$ cat src/rtl/trng_pkg.sv
// Shared constants and encodings for the TRNG harvester slice.
package trng_pkg;

    localparam int WORD_W         = 16;
    localparam int RCT_CUTOFF_DEF = 32;
    localparam int APT_WINDOW_DEF = 512;
    localparam int APT_CUTOFF_DEF = 410;

    // Top-level harvester mode.
    typedef enum logic {
        ST_RUN  = 1'b0,
        ST_FAIL = 1'b1
    } trng_state_e;

    // Von Neumann debiaser pair position.
    typedef enum logic {
        PH_FIRST  = 1'b0,
        PH_SECOND = 1'b1
    } trng_phase_e;

endpackage

$ cat src/rtl/trng_harvester_if.sv
// Output word handshake of the harvester.
// Valid/ready: the master raises out_valid with out_data and holds both
// unchanged until an edge where out_valid and out_ready are both high; that
// edge is the transfer. out_ready may toggle freely and never depends on
// out_valid being low.
interface trng_harvester_if;
    import trng_pkg::*;

    logic [WORD_W-1:0] out_data;
    logic              out_valid;
    logic              out_ready;

    modport master (output out_data, output out_valid, input out_ready);
    modport slave  (input out_data, input out_valid, output out_ready);

endinterface

$ cat src/rtl/trng_health.sv
// Continuous health tests on the folded bit stream: repetition count and
// adaptive proportion. fail pulses on the sample edge that trips either test.
module trng_health #(
    parameter int RCT_CUTOFF = trng_pkg::RCT_CUTOFF_DEF,
    parameter int APT_WINDOW = trng_pkg::APT_WINDOW_DEF,
    parameter int APT_CUTOFF = trng_pkg::APT_CUTOFF_DEF
) (
    input  logic clk,
    input  logic rst_n,
    input  logic sample_valid,
    input  logic folded_bit,
    input  logic clear,
    output logic fail
);
    localparam int RCT_W = $clog2(RCT_CUTOFF + 1);
    localparam int APT_W = $clog2(APT_WINDOW + 1);
    localparam int POS_W = (APT_WINDOW > 1) ? $clog2(APT_WINDOW) : 1;

    // rct_q == 0 means no sample seen yet since reset/clear.
    logic [RCT_W-1:0] rct_q, rct_d;
    logic             prev_q, prev_d;
    logic [APT_W-1:0] apt_q, apt_d;
    logic             ref_q, ref_d;
    logic [POS_W-1:0] pos_q, pos_d;

    // Next-state of both test counters and the trip decision.
    always_comb begin
        rct_d  = rct_q;
        prev_d = prev_q;
        apt_d  = apt_q;
        ref_d  = ref_q;
        pos_d  = pos_q;
        fail   = 1'b0;
        if (clear) begin
            rct_d  = '0;
            prev_d = 1'b0;
            apt_d  = '0;
            ref_d  = 1'b0;
            pos_d  = '0;
        end else if (sample_valid) begin
            prev_d = folded_bit;
            if (rct_q != '0 && folded_bit == prev_q) rct_d = rct_q + RCT_W'(1);
            else                                     rct_d = RCT_W'(1);
            if (pos_q == '0) begin
                ref_d = folded_bit;
                apt_d = APT_W'(1);
            end else if (folded_bit == ref_q) begin
                apt_d = apt_q + APT_W'(1);
            end
            pos_d = (pos_q == POS_W'(APT_WINDOW - 1)) ? '0 : pos_q + POS_W'(1);
            fail  = (rct_d == RCT_W'(RCT_CUTOFF)) || (apt_d == APT_W'(APT_CUTOFF));
        end
    end

    // Test counter registers.
    always_ff @(posedge clk) begin
        if (!rst_n) begin
            rct_q  <= '0;
            prev_q <= 1'b0;
            apt_q  <= '0;
            ref_q  <= 1'b0;
            pos_q  <= '0;
        end else begin
            rct_q  <= rct_d;
            prev_q <= prev_d;
            apt_q  <= apt_d;
            ref_q  <= ref_d;
            pos_q  <= pos_d;
        end
    end

endmodule

$ cat src/rtl/trng_harvester.sv
// Ring-oscillator harvester: fold, von Neumann debias, pack into 16-bit
// words behind a valid/ready output, guarded by health tests.
module trng_harvester
    import trng_pkg::*;
#(
    parameter int RCT_CUTOFF = RCT_CUTOFF_DEF,
    parameter int APT_WINDOW = APT_WINDOW_DEF,
    parameter int APT_CUTOFF = APT_CUTOFF_DEF
) (
    input  logic                clk,
    input  logic                rst_n,
    input  logic [WORD_W-1:0]   raw_in,
    input  logic                en,
    output logic                health_fail,
    input  logic                clr_fail,
    trng_harvester_if.master    out_if,
    output trng_state_e         state_o
);
    localparam int CNT_W = $clog2(WORD_W + 1);

    trng_state_e       state_q, state_d;
    trng_phase_e       phase_q, phase_d;
    logic              b0_q, b0_d;
    logic [WORD_W-1:0] acc_q, acc_d;
    logic [CNT_W-1:0]  cnt_q, cnt_d;
    logic [WORD_W-1:0] out_data_q, out_data_d;
    logic              out_valid_q, out_valid_d;

    logic sample, fold, xfer, trip, clr, emit;

    assign sample = en && (state_q == ST_RUN);
    assign fold   = ^raw_in;
    assign xfer   = out_valid_q && out_if.out_ready;
    assign clr    = clr_fail && (state_q == ST_FAIL);

    trng_health #(
        .RCT_CUTOFF (RCT_CUTOFF),
        .APT_WINDOW (APT_WINDOW),
        .APT_CUTOFF (APT_CUTOFF)
    ) u_health (
        .clk          (clk),
        .rst_n        (rst_n),
        .sample_valid (sample),
        .folded_bit   (fold),
        .clear        (clr),
        .fail         (trip)
    );

    // RUN/FAIL next state; clr_fail only acts in FAIL.
    always_comb begin
        state_d = state_q;
        case (state_q)
            ST_RUN:  if (trip)     state_d = ST_FAIL;
            ST_FAIL: if (clr_fail) state_d = ST_RUN;
            default:               state_d = ST_RUN;
        endcase
    end

    // Debiaser, accumulator and output register next state.
    always_comb begin
        phase_d     = phase_q;
        b0_d        = b0_q;
        acc_d       = acc_q;
        cnt_d       = cnt_q;
        out_data_d  = out_data_q;
        out_valid_d = out_valid_q;
        emit        = 1'b0;
        if (xfer) out_valid_d = 1'b0;
        if (sample) begin
            if (phase_q == PH_FIRST) begin
                b0_d    = fold;
                phase_d = PH_SECOND;
            end else begin
                phase_d = PH_FIRST;
                emit    = (b0_q != fold);
            end
        end
        if (cnt_q == CNT_W'(WORD_W)) begin
            // Full accumulator waits for the output register; new bits drop.
            if (xfer) begin
                out_data_d  = acc_q;
                out_valid_d = 1'b1;
                cnt_d       = '0;
            end
        end else if (emit) begin
            acc_d = {acc_q[WORD_W-2:0], b0_q};
            if (cnt_q == CNT_W'(WORD_W - 1)) begin
                if (!out_valid_q || xfer) begin
                    out_data_d  = acc_d;
                    out_valid_d = 1'b1;
                    cnt_d       = '0;
                end else begin
                    cnt_d = CNT_W'(WORD_W);
                end
            end else begin
                cnt_d = cnt_q + CNT_W'(1);
            end
        end
        // A trip, and the whole FAIL period, flushes every word in flight.
        if (state_q == ST_FAIL || trip) begin
            phase_d     = PH_FIRST;
            b0_d        = 1'b0;
            acc_d       = '0;
            cnt_d       = '0;
            out_data_d  = '0;
            out_valid_d = 1'b0;
        end
    end

    // State and datapath registers.
    always_ff @(posedge clk) begin
        if (!rst_n) begin
            state_q     <= ST_RUN;
            phase_q     <= PH_FIRST;
            b0_q        <= 1'b0;
            acc_q       <= '0;
            cnt_q       <= '0;
            out_data_q  <= '0;
            out_valid_q <= 1'b0;
        end else begin
            state_q     <= state_d;
            phase_q     <= phase_d;
            b0_q        <= b0_d;
            acc_q       <= acc_d;
            cnt_q       <= cnt_d;
            out_data_q  <= out_data_d;
            out_valid_q <= out_valid_d;
        end
    end

    assign out_if.out_data  = out_data_q;
    assign out_if.out_valid = out_valid_q;
    assign health_fail      = (state_q == ST_FAIL);
    assign state_o          = state_q;

endmodule

$ cat src/flat_wrapper.sv
// flat-port wrapper written by rule: the top's interface ports become plain ports
module trng_harvester_flat import trng_pkg::*;
#(
    parameter int RCT_CUTOFF = RCT_CUTOFF_DEF,
    parameter int APT_WINDOW = APT_WINDOW_DEF,
    parameter int APT_CUTOFF = APT_CUTOFF_DEF
)
  (clk, rst_n, raw_in, en, health_fail, clr_fail, state_o, out_if_out_data, out_if_out_valid, out_if_out_ready);
  trng_harvester_if out_if_i ();
  input  logic clk;
  input  logic rst_n;
  input  logic [WORD_W-1:0] raw_in;
  input  logic en;
  output logic health_fail;
  input  logic clr_fail;
  output trng_state_e state_o;
  output wire logic [$bits(out_if_i.out_data)-1:0] out_if_out_data;
  output wire logic [$bits(out_if_i.out_valid)-1:0] out_if_out_valid;
  input wire logic [$bits(out_if_i.out_ready)-1:0] out_if_out_ready;
  assign out_if_out_data = out_if_i.out_data;
  assign out_if_out_valid = out_if_i.out_valid;
  assign out_if_i.out_ready = out_if_out_ready;
  trng_harvester #(.RCT_CUTOFF(RCT_CUTOFF), .APT_WINDOW(APT_WINDOW), .APT_CUTOFF(APT_CUTOFF)) u_core (.clk(clk), .rst_n(rst_n), .raw_in(raw_in), .en(en), .health_fail(health_fail), .clr_fail(clr_fail), .out_if(out_if_i), .state_o(state_o));
endmodule
$ cat config.mk
export PLATFORM = sky130hd
export DESIGN_NAME = trng_harvester_flat
export DESIGN_NICKNAME = d
export VERILOG_FILES = /design/src/rtl/trng_pkg.sv /design/src/rtl/trng_harvester_if.sv /design/src/rtl/trng_health.sv /design/src/rtl/trng_harvester.sv /design/src/flat_wrapper.sv
export SDC_FILE = /design/constraint.sdc
export NUM_CORES = 1
export LEC_CHECK = 0
export ABC_AREA = 1
export BUFFER_PORTS_ARGS = -buffer_cell sky130_fd_sc_hd__buf_2
export CAP_MARGIN = 20
export CORE_MARGIN = 2
export CORE_UTILIZATION = 45
export CTS_CLUSTER_SIZE = 12
export DETAILED_ROUTE_END_ITERATION = 10
export PLACE_DENSITY_LB_ADDON = 0.25
export SETUP_SLACK_MARGIN = 0.5
export SLEW_MARGIN = 20
export SYNTH_ARGS = -nofsm -noshare
export SYNTH_HDL_FRONTEND = slang
export SYNTH_HIERARCHICAL = 1
export SYNTH_SLANG_ARGS = --single-unit
$ cat constraint.sdc
create_clock -name clk -period 3.2 [get_ports clk]
set_input_delay 0.16 -clock clk [delete_from_list [all_inputs] [get_ports clk]]
set_output_delay 0.16 -clock clk [all_outputs]
set_load 0.05 [all_outputs]
After elaboration in Yosys (flattened, before gate mapping)
Index checks and enable logic that the tools add are counted.
- bits in registers: 68
- bits in latches: 0
- RAM bits: 0
- ROM bits: 0
- bits of input ports: 21
- output and inout port bits: 19
- logic and storage cells: 82
- memories kept: 0
- add/sub/neg operators: 4
- $mul: 0
- div/mod/pow operators: 0
- magnitude comparators: 0
- equal/unequal tests: 9
- shift-type cells: 0
- muxes and demuxes: 32
- bitwise operators: 4
- reduce and logical (&&, ||, !) cells: 21
- operators with widths (kind ; number):
    16-bit 2-to-1 mux ; 5
    10-bit 2-to-1 mux ; 4
    5-bit 2-to-1 mux ; 5
    6-bit 2-to-1 mux ; 3
    16-bit XOR reduction ; 1
    1-bit 2-to-1 mux ; 13
    10-bit by 1-bit adder with 10-bit output, second input constant ; 1
    10-bit by 9-bit == test with 1-bit output, second input constant ; 1
    9-bit by 1-bit adder with 9-bit output, second input constant ; 1
    9-bit == test, second input constant ; 1
    9-bit zero test ; 1
    9-bit 2-to-1 mux ; 1
    2-bit AND reduction ; 4
    6-bit by 1-bit adder with 6-bit output, second input constant ; 1
    6-bit == test, second input constant ; 1
    2-bit nonzero test ; 3
    6-bit nonzero test ; 1
    5-bit by 1-bit adder with 5-bit output, second input constant ; 1
    5-bit by 4-bit == test with 1-bit output, second input constant ; 1
    5-bit == test, second input constant ; 1
    1-bit logical AND ; 4
    1-bit inverter ; 4
    4-bit AND reduction ; 1
    2-bit OR reduction ; 2
    other kinds (6) ; 9

Logic depth before layout (Yosys ltp)
Gate-level depths: netlist (run 1).
- word-level depth: 12
- depth in mapped cells: 28
- mapped depth without buffers: 27

By module
Netlist (run 1), hierarchy kept.
- by module, submodules not included (module ; times used ; cells each ; area each (sq um) ; seq. area each (sq um)):
    trng_harvester ; 1 ; 392 ; 2431.1 ; 820.8
    trng_health ; 1 ; 247 ; 1676.6 ; 540.5

Worst setup path after synthesis (run 1)
OpenSTA, ideal clock, no wires.
- path type: input to register
- start: in raw_in[9]
- end: reg u_core.out_valid_q (netlist: u_core/out_if.out_valid)
- library setup time: 0.115 ns
- data arrival time: 2.304 ns
- data required time: 3.085 ns
- setup slack: 0.781 ns
- cell stages on the path: 24
- buffers on the path: 1
- path through: nor2_2 inv_1 nand2_1 nand2_1 nand2_1 nand2_1 nand2_1 nand2_2 nand2_2 inv_1 inv_2 nand2_2 nand2_4 nand3_4 o21bai_2 nand3_1 nor2_1 nand2_1 a21oi_2 nor2_1 nand2_1 clkinv_1 buf_2 o21a_1
- longest elaborated chain between the ends: 12
- elaborated cells between the ends (all ways): 23
- those cells by class: 5 x eq/ne; 13 x mux; 5 x reduce/logical
- RTL lines (element ; line ; RTL):
    start: declaration ; flat_wrapper.sv:12 ; input logic [WORD_W-1:0] raw_in;
    16-bit XOR reduction (*) ; trng_harvester.sv:32 ; assign fold = ^raw_in;
    via u_core.fold ; trng_harvester.sv:29 ; logic sample, fold, xfer, trip, clr, emit;
    1-bit == test (on tied branches) ; trng_health.sv:47, trng_health.sv:42 ;
    10-bit 2-to-1 mux or 1-bit logical AND (tied branches) ; trng_health.sv:47, trng_health.sv:42 ;
    10-bit 2-to-1 mux or 6-bit 2-to-1 mux (tied branches) ; trng_health.sv:44, trng_health.sv:42 ;
    10-bit 2-to-1 mux or 6-bit 2-to-1 mux (tied branches) ; trng_health.sv:40 ; end else if (sample_valid) begin
    10-bit 2-to-1 mux or 6-bit 2-to-1 mux (tied branches) ; trng_health.sv:34 ; if (clear) begin
    10-bit by 9-bit == test with 1-bit output or 6-bit == test (tied branches) ; trng_health.sv:51 ; fail = (rct_d == RCT_W'(RCT_CUTOFF)) || (apt_d == APT_W'(APT_CUTOFF));
    1-bit logical OR (*) ; trng_health.sv:51 ;
    1-bit 2-to-1 mux (*) ; trng_health.sv:40 ;
    1-bit 2-to-1 mux (*) ; trng_health.sv:34 ;
    via u_core.trip ; trng_harvester.sv:29 ;
    1-bit logical OR (*) ; trng_harvester.sv:100 ; if (state_q == ST_FAIL || trip) begin
    2-bit OR reduction (no source line) (*) ; n/a ;
    end signal: assignment ; trng_harvester.sv:127 ; out_valid_q <= out_valid_d;
    end: declaration ; trng_harvester.sv:27 ; logic out_valid_q, out_valid_d;
Mark *: on every way through the listed nets, which the timed path passes. The rest lies on a longest branch. The select of a mux whose other input is x is not followed.
A chain may end at the register's enable or synchronous reset.

Final worst setup path (run 1)
- start: in raw_in[9]
- end: reg u_core.acc_q[3]
- longest elaborated chain between the ends: 12
- elaborated cells between the ends (all ways): 22
- those cells by class: 5 x eq/ne; 11 x mux; 6 x reduce/logical
- RTL lines (element ; line ; RTL):
    16-bit XOR reduction (*) ; trng_harvester.sv:32 ;
    via u_core.fold ; trng_harvester.sv:29 ;
    1-bit == test (on tied branches) ; trng_health.sv:47, trng_health.sv:42 ;
    10-bit 2-to-1 mux or 1-bit logical AND (tied branches) ; trng_health.sv:47, trng_health.sv:42 ;
    10-bit 2-to-1 mux or 6-bit 2-to-1 mux (tied branches) ; trng_health.sv:44, trng_health.sv:42 ;
    10-bit 2-to-1 mux or 6-bit 2-to-1 mux (tied branches) ; trng_health.sv:40 ;
    10-bit 2-to-1 mux or 6-bit 2-to-1 mux (tied branches) ; trng_health.sv:34 ;
    10-bit by 9-bit == test with 1-bit output or 6-bit == test (tied branches) ; trng_health.sv:51 ;
    1-bit logical OR (*) ; trng_health.sv:51 ;
    1-bit 2-to-1 mux (*) ; trng_health.sv:40 ;
    1-bit 2-to-1 mux (*) ; trng_health.sv:34 ;
    via u_core.trip ; trng_harvester.sv:29 ;
    1-bit logical OR (*) ; trng_harvester.sv:100 ;
    2-bit OR reduction (no source line) (*) ; n/a ;
    end signal: assignment ; trng_harvester.sv:116 ; acc_q <= '0;
    end signal: assignment ; trng_harvester.sv:124 ; acc_q <= acc_d;
    end: declaration ; trng_harvester.sv:24 ; logic [WORD_W-1:0] acc_q, acc_d;
Marks and branches as above.

==> results of run 1 <==
-- sequential cells by signal, indices dropped and copies added, names as in the netlist, 5 cells and up --
signal,flops
u_core/cnt_q,5
u_core/out_if.out_data,16
u_core/acc_q,16
u_core/u_health/pos_q,9
u_core/u_health/rct_q,6
u_core/u_health/apt_q,10
-- path summary, 6_finish.rpt --
| kind | start | endpoint | slack, ps |
|---|---|---|---|
| worst min register to register | u_core/acc_q[15] | u_core/acc_q[15] | 470 |
| worst max register to register | u_core/cnt_q[0] | u_core/out_if.out_data[6] | 920 |
| worst max-delay path | raw_in[9] | u_core/acc_q[3] | 860 |
| worst min-delay path | rst_n | u_core/health_fail | 80 |
-- where the power goes --
| part | switching [µW] | internal [µW] |
|---|---|---|
| Combinational | 195 | 105 |
| Clock | 356 | 363 |
| Sequential | 28.2 | 881 |
-- repair_timing --
item / in CTS / in global routing
buffers inserted: 0 / 1
setup endpoints to repair: 0 / 37
gates resized for setup: 0 / 7
-- per-layer routing --
layer,vias to the layer above,global-route usage,wire [µm]
met5,-,0,0
met4,0,0.0516,129
met3,13,0.0457,312
met2,58,0.303,3910
met1,1666,0.217,3860
li1,2050,-,-
-- area by class of cell --
| class | count | area (µm²) | share of cell area |
|---|---|---|---|
| flip-flops and latches | 68 | 1360 | 0.298 |
| well taps | 108 | 135 | 0.0295 |
| multi-input cells | 455 | 2270 | 0.497 |
| inverters | 96 | 364 | 0.0796 |
| clock inverters | 7 | 75.1 | 0.0164 |
| clock buffers | 9 | 124 | 0.0271 |
| repair buffers | 43 | 241 | 0.0528 |
-- worst max-delay path, stage by stage --
cell      delay [ps]
buf_2            110
nor2_2           130
inv_1             50
nand2_1           90
nand2_1           80
nand2_1           80
nand2_1           50
nand2_1           70
nand2_2           60
nand2_2           90
inv_2             70
inv_2             70
nand2_2           70
nand2_4          130
nand3_4          120
o21bai_1         140
nand2_1          110
nand2_1           80
nor2_1            40
nand2_1           70
a21oi_2           50
nor2_1           140
nand2_2          100
buf_6            190
a211oi_1         230
-- metrics by stage --
step	setup slack, ps	utilization	hold WS [ps]	total power, µW	cells
after floorplan	781	-	281	1160	639
after global placement	302	0.491	430	1210	769
after detailed placement	178	0.491	441	1220	769
after CTS	553	0.514	59.9	1950	785
after global routing	516	0.520	68.8	2040	786
final	865	0.520	84.0	1930	786
-- cell usage in the layout, fill, tap and decap left out, drive strengths merged --
| master | count |
|---|---|
| nand2 | 214 |
| nor2 | 102 |
| inv | 97 |
| dfxtp | 68 |
| buf | 43 |
| o21ai | 30 |
| a21oi | 30 |
| nand3 | 25 |
| a211oi | 22 |
| clkbuf | 9 |
| ha | 8 |
| nand4 | 7 |
| clkinvlp | 4 |
| nor3 | 4 |
| o21bai | 3 |
| nor3b | 2 |
| o21a | 2 |
| xor2 | 2 |
| xnor2 | 2 |
| clkinv | 1 |
| bufinv | 1 |
| and3 | 1 |
| a221oi | 1 |
-- logic make-up (layout without fill, tap and decap cells) --
family / count (synthesis) / after routing / share of synthesized area
buf+inv: 116 / 155 / 0.120
compound gates: 88 / 88 / 0.140
simple gates: 355 / 355 / 0.376
fa+ha+maj: 8 / 8 / 0.0244
flops: 68 / 68 / 0.331
xor+xnor: 4 / 4 / 0.00853
==> metrics.txt, run 1 <==
cell with the most instances after synthesis=nand2_1; # DRC=0; CP Data Arrival Time=2600 ps; GRT Residual Overflow=0; Final min period=2340 ps; CTS Hold Bufs=0; FMAX=428 MHz; Crit. End Element=flip-flop; Post-synth ARST share=0; PD cells=422 nW/µm²; Clock transition at path regs=80 ps; cells on worst reg2reg path=9; drt wl/cell=10.5 µm; vias in the first global route=3,391; startpoint types=input pin; syn_nets=668; hold depth=3; Worst-Skew Late Latency=roughly 350 ps; number of max-cap violations=0; I/O pins=40; post-synth top area share=0.331; Mapped Area=between 4000 and 5000 µm²; flops & latches, synth=68; period utilization=0.730; Longest Clk Path Bufs=2; total CTS buffers=9; Primary FF master, synth=dfxtp_1; Core Box Area=8810 µm²; Vias=3,787; Final #Nets=roughly 700; sequential-to-total area share from yosys stat=0.331; Yosys Warn Count=6; Starting Density=0.466; dpl cell area=approximately 4300 µm²; endpoints failing setup=0; final std cell area, no fill=between 4000 and 5000 µm²; setup TNS=0 ps; layout cells sized above 1=0.173; Iteration-0 DRC Markers=about 140; clock skew=11.5 ps; Clock Sinks=68; synth cell count leaders=203 x nand2_1, 89 x inv_1, 85 x nor2_1, 68 x dfxtp_1, 30 x o21ai_0; first-pass GRT wire length=14.4 mm; die area=just under 10,000 µm²; Layout fillers=875; Final HPWL DP=5.93 mm; Crit Path Category=input pin to flip-flop; Routed WL=8.22 mm; antenna cell count=0; initial antenna violation count=0; Max FO, Critical Path=21; CTS tree=built; worst slew pin tran=between 600 and 700 ps; Relative slew margins=0.552; VDD IR-drop max=~0.33 mV; Pins Over Slew Limit=0; status=finished clean; Die Span Y=99.5 µm; Layout area overhead=11.4%; Synth area leaders=dfxtp_1 33%, nand2_1 19%, inv_1 8.1%; number of synthesized flops with an enable pin=0; unique cell type count in the Yosys netlist=36; Data required, critical path=3470 ps; unrepaired setup endpoints after global routing=no; final hold vios=0; leakage dissipation=0.00223 µW; area leader, netlist=dfxtp_1; IO Port Bufs=39; clock root buffer=clkbuf_8; H-tree levels=3; die width=between 90 and 100 µm; largest net degree at the start of global routing=37; Placement Rows=34; Avg Cell Area, Syn=6.43 µm²; HP Class=input pin to flip-flop; GP Congestion=0.882; Antenna Nets Post-Route=0; cell count after synthesis=roughly 640; DR vias/cell=4.82; drt pass-1 iters=4; Total GRT Usage=0.176
Power figures use the tool's default switching activity.
==> inputs of run 2 (changes only) <==
==> constraint.sdc (replaced) <==
create_clock -name clk -period 2.3 [get_ports clk]
set_input_delay 0.115 -clock clk [delete_from_list [all_inputs] [get_ports clk]]
set_output_delay 0.115 -clock clk [all_outputs]
set_load 0.05 [all_outputs]
==> run 2 against run 1 <==
  * The run now ends with negative setup slack left
  * Clock power grew 46%
  * First-iteration DRC count grew 30%
  * Worst setup slack lost 880 ps
  * Critical path depth grew 3
  * Combinational power grew 100%
  * Critical endpoint is now u_core/acc_q[9]
  * Utilization grew 8.1 points
  * Global-route usage grew 1.3 points
==> metrics.txt, run 2 (synthesized netlist as in run 1, its figures left out) <==
status=complete, but fails checks; failing checks=negative setup slack; CTS tree=built; IO Port Bufs=39; number of max-cap violations=0; PnR worst setup slack=-12.8 ps; die area=9910 µm²; hold_sp=rst_n; Clock transition at path regs=80 ps; Antenna Nets Post-Route=0; Max FO, Critical Path=7; Layout area overhead=28.8%; Routed WL=9.23 mm; PD cells=553 nW/µm²; Final min period=2310 ps; Vias=about 4,100; WHS Endpoint=u_core/health_fail; HP Class=input pin to flip-flop; VDD IR-drop max=0.319 mV; H-tree levels=3; CTS Hold Bufs=0; Pins Over Slew Limit=0; Crit Path Category=input pin to flip-flop; GRT Residual Overflow=0; most frequent cells in the layout=168 x nand2_1, 77 x nor2_1, 71 x inv_1; Place WS=-457 ps; cells on worst reg2reg path=15; clock skew=about 9.5 ps; logic gate share of total power=0.207; Clock Sinks=68; Crit. End Element=flip-flop; CP Data Arrival Time=2530 ps; # DRC=0; clock root buffer=clkbuf_8; commonest non-fill, non-tap cell in the layout=nand2_1; Core Box Area=approximately 9000 µm²; Reg-to-Reg End=u_core/acc_q[9]; drt pass-1 iters=5; leakage dissipation=0.00254 µW; I/O pins=40; initial antenna violation count=0; dpl cell area=4520 µm²; non-filler cells, final=830; Final #Nets=~750; antenna cell count=0; largest net degree at the start of global routing=36; FF-to-FF setup slack=roughly 80 ps; Data required, critical path=around 2500 ps; clock network fraction of design power=0.360; placed insts=792; Die Span Y=~100 µm; startpoint types=input pin; Sw Ratio=0.287; die width=99.5 µm; layout cells sized above 1=0.321; hold depth=3; Relative slew margins=0.751; internal power=2090 µW; unrepaired setup endpoints after global routing=yes; first-pass GRT wire length=15.5 mm; GP Congestion=between 0.8 and 0.9; hold_ws=73.5 ps; Worst-Skew Late Latency=between 300 and 400 ps; Total GRT Usage=0.189; Starting Density=0.466; FMAX=432 MHz; total CTS buffers=9; drt wl/cell=11.1 µm; NetSw=roughly 840 µW; period utilization=1.01; Sequential Power Share=0.433; Final HPWL DP=6.05 mm; final hold vios=0; Longest Clk Path Bufs=2; vias in the first global route=approximately 3,600; DR vias/cell=4.90; Iteration-0 DRC Markers=186; worst slew pin tran=about 370 ps; final std cell area, no fill=between 5000 and 6000 µm²; endpoints failing setup=12; Placement Rows=34; Reg-to-Reg Start=u_core/u_health/apt_q[1]
==> run 2: layout make-up <==
cell class,count,area (µm²)
Tap cell,108,135
Sequential cell,68,1360
Clock buffer,10,128
Fill cell,788,3520
Timing Repair Buffer,85,656
Timing Repair inverter,2,32.5
Inverter,96,374
Multi-Input combinational cell,456,2530
Clock inverter,5,77.6
==> run 2: worst max-delay path by stage <==
stage / startpoint / to / slack (ps) / depth (start not counted)
2_1_floorplan: raw_in[9] / u_core/out_if.out_valid / 90 / 24
3_3_place_gp: raw_in[9] / u_core/b0_q / -360 / 28
3_5_place_dp: raw_in[9] / u_core/b0_q / -460 / 28
4_1_cts: raw_in[9] / u_core/out_if.out_data[10] / 100 / 29
5_1_grt: raw_in[8] / u_core/acc_q[7] / -150 / 27
6_report: raw_in[8] / u_core/acc_q[9] / -10 / 28
==> run 2: per-layer routing <==
metal  wire (µm)  vias to the layer above  part of all wire  global-route usage
li1            -                     2146                 -                   -
met1        4120                     1811              0.45               0.228
met2        4480                       89              0.49               0.323
met3         439                       18             0.048              0.0555
met4         184                        0             0.020              0.0611
met5           0                        -                 0                   0
==> run 2: critical path, stage by stage <==
cell and delay [ps]:
buf_8 100, nor2_4 140, inv_2 60, nand2_4 70, nand2_1 50, nand2_1 60
nand2_1 40, nand2_1 70, nand2_2 60, nand2_2 80, inv_2 50, buf_6 130
inv_6 60, nand2_4 70, nand2_4 120, nand4_1 100, nand2_1 120, inv_2 60
nor2_4 120, nand2_1 60, nor2_1 100, nand2_1 70, a21oi_2 130, nor2_2 60
nand2_4 130, buf_12 130, buf_16 120, a211oi_2 40
==> run 2: repair_timing <==
| item | 4_1_cts | 5_1_grt |
|---|---|---|
| setup buffers | 15 | 4 |
| cloned | 4 | 0 |
| gates resized for setup | 60 | 54 |
| pin swaps | 32 | 35 |
| endpoints found under the setup margin | 41 | 56 |
==> run 2: power by group through the flow <==
stage | logic [µW] | clock network, µW | registers (µW)
2_1_floorplan | 331 | 0 | 1280
3_3_place_gp | 443 | 0 | 1290
3_5_place_dp | 453 | 0 | 1290
4_1_cts | 552 | 1070 | 1270
5_1_grt | 668 | 1130 | 1280
6_report | 605 | 1050 | 1270
==> run 2: stage by stage <==
step / utilization / setup TNS [ps] / power [µW]
4_1_cts: 0.577 / 0 / 2890
3_3_place_gp: 0.513 / -11190 / 1730
2_1_floorplan: - / 0 / 1610
5_1_grt: 0.601 / -4010 / 3070
3_5_place_dp: 0.513 / -14850 / 1750
6_report: 0.601 / -84.8 / 2930
==> inputs of run 3 (changes only) <==
--- a/config.mk
+++ b/config.mk
@@ -9,7 +9,7 @@
 export BUFFER_PORTS_ARGS = -buffer_cell sky130_fd_sc_hd__buf_2
 export CAP_MARGIN = 20
 export CORE_MARGIN = 2
-export CORE_UTILIZATION = 45
+export CORE_UTILIZATION = 60
 export CTS_CLUSTER_SIZE = 12
 export DETAILED_ROUTE_END_ITERATION = 10
 export PLACE_DENSITY_LB_ADDON = 0.25
==> run 3 against run 2 <==
  * The flow still finishes with violations (negative setup slack)
  * Final area up 5.3%
  * Wire length is 33% higher
  * Critical endpoint is now u_core/b0_q
  * Clock skew is 1.4 ps higher
  * Sequential share of layout area is 1.3 points lower
  * Die area decreased by 24%
  * Largest power group unchanged
  * Critical path type unchanged
  * Via count rose by 12%
==> metrics.txt, run 3 (synthesized netlist as in run 1, its figures left out) <==
clock skew=11.0 ps; critical path's top delay family=simple AND/OR/NAND/NOR gates; failing checks=negative setup slack; vias in the first global route=~4,000; Clock transition at path regs=about 80 ps; H-tree levels=3; first-pass GRT wire length=16.9 mm; status=complete, but fails checks; DR vias/cell=5.55; leakage dissipation=0.00266 µW; Crit Path Category=input pin to flip-flop; Final HPWL DP=6.31 mm; VDD IR-drop max=0.483 mV; Reg-to-Reg End=u_core/b0_q; PnR worst setup slack=-334 ps; Longest Clk Path Bufs=2; Relative slew margins=0.750; final hold vios=0; drt wl/cell=around 15 µm; hold depth=3; Final min period=roughly 2600 ps; Iteration-0 DRC Markers=329; initial antenna violation count=0; largest net degree at the start of global routing=35; Clock Sinks=68; commonest non-fill, non-tap cell in the layout=nand2_1; Total GRT Usage=0.281; Die Span Y=86.7 µm; worst slew pin tran=roughly 370 ps; startpoint types=input pin; crit-path max cell delay=210 ps; slowest CP cell=a21oi_1; Placement Rows=30; Worst-Skew Late Latency=350 ps; Core Box Area=6720 µm²; FMAX=roughly 380 MHz; GP Congestion=0.847; Starting Density=0.611; Routed WL=12.3 mm; endpoints failing setup=41; HP Class=input pin to flip-flop; CTS Hold Bufs=0; most frequent cells in the layout=152 x nand2_1, 78 x nor2_1, 75 x inv_1; cells on worst reg2reg path=16; Post-Route Utilization=0.829; unrepaired setup endpoints after global routing=yes; total power draw=3110 µW; WHS Endpoint=u_core/health_fail; # DRC=0; CTS tree=built; Crit. End Element=flip-flop; die area=7520 µm²; PD cells=between 500 and 600 nW/µm²; total CTS buffers=9; period utilization=1.15; die width=slightly below 90 µm; number of max-cap violations=0; WP buf/inv=7; Layout area overhead=35.6%; hold_sp=rst_n; IO Port Bufs=39; Layout fillers=386; Pins Over Slew Limit=0; Reg-to-Reg Start=u_core/u_health/apt_q[0]; Max FO, Critical Path=5; hold_ws=44.9 ps; I/O pins=40; Final #Nets=761; antenna cell count=0; drt pass-1 iters=5; layout cells sized above 1=0.353; Antenna Nets Post-Route=0; setup TNS=-6840 ps; FF-to-FF setup slack=-240 ps; CP Data Arrival Time=approximately 2900 ps; Data required, critical path=2570 ps; GRT Residual Overflow=0; clock root buffer=clkbuf_8; Vias=4,537
==> run 3: changes by cell type in the layout (fill, tap and decap cells not counted), moves of 4 or more <==
cell | previous run | this run
buf_4 | 36 | 44
inv_1 | 71 | 75
inv_2 | 22 | 12
inv_4 | 0 | 6
nand2_1 | 168 | 152
nand2_2 | 34 | 48
nand2_8 | 0 | 4
==> run 3: worst max-delay path by stage <==
stage          slack [ps]  startpoint  cells after the start                        end
3_5_place_dp         -420   raw_in[8]                     25  u_core/out_if.out_data[7]
2_1_floorplan          90   raw_in[9]                     24    u_core/out_if.out_valid
3_3_place_gp         -290   raw_in[9]                     22            u_core/acc_q[4]
4_1_cts                90   raw_in[9]                     28                u_core/b0_q
5_1_grt              -440   raw_in[3]                     28                u_core/b0_q
6_report             -330   raw_in[8]                     28                u_core/b0_q
==> run 3: metrics by stage <==
step	instance area, µm²	cells	worst slack, ps
floorplan	4140	639	86.0
global placement	4510	765	-294
detailed placement	4510	765	-425
CTS	5120	809	92.9
global route	5570	817	-437
finish	5570	817	-334
==> run 3: final cells by class <==
cell class                      count  area, µm²  area share
Timing Repair Buffer              101        873       0.157
Multi-Input combinational cell    456       2620       0.470
Inverter                           96        397      0.0712
Clock inverter                      6       88.8      0.0160
Tap cell                           80        100      0.0180
Sequential cell                    68       1360       0.245
Clock buffer                       10        128      0.0229
==> run 3: power by group <==
group | switching (µW) | total [µW] | internal [µW]
Combinational | 429 | 749 | 319
Sequential | 45.9 | 1270 | 1230
Clock | 476 | 1090 | 610
Total | 951 | 3110 | 2160
==> run 3: per-layer routing <==
metal / global-route usage / routed length [µm]
met4: 0.0980 / 476
met2: 0.526 / 6400
met3: 0.0667 / 840
met1: 0.306 / 4540
met5: 0 / 0
==> run 3: worst register-to-register path: stages (launching register included) <==
cell and delay, ps:
dfxtp_1 390, ha_1 210, inv_1 90, nor2_4 190
nand3_4 150, buf_12 160, o21bai_4 130, nand3_2 110
nor2_2 130, nand2_1 90, a21oi_2 140, nor2_2 70
nand2_4 130, inv_6 60, buf_12 130, o21ai_0 130
a21oi_1 110
==> run 3: timing repair <==
action	4_1_cts	5_1_grt
resized for setup	47	98
setup endpoints to repair	41	51
cloned	2	2
buffers inserted	26	6
pin swaps	13	49
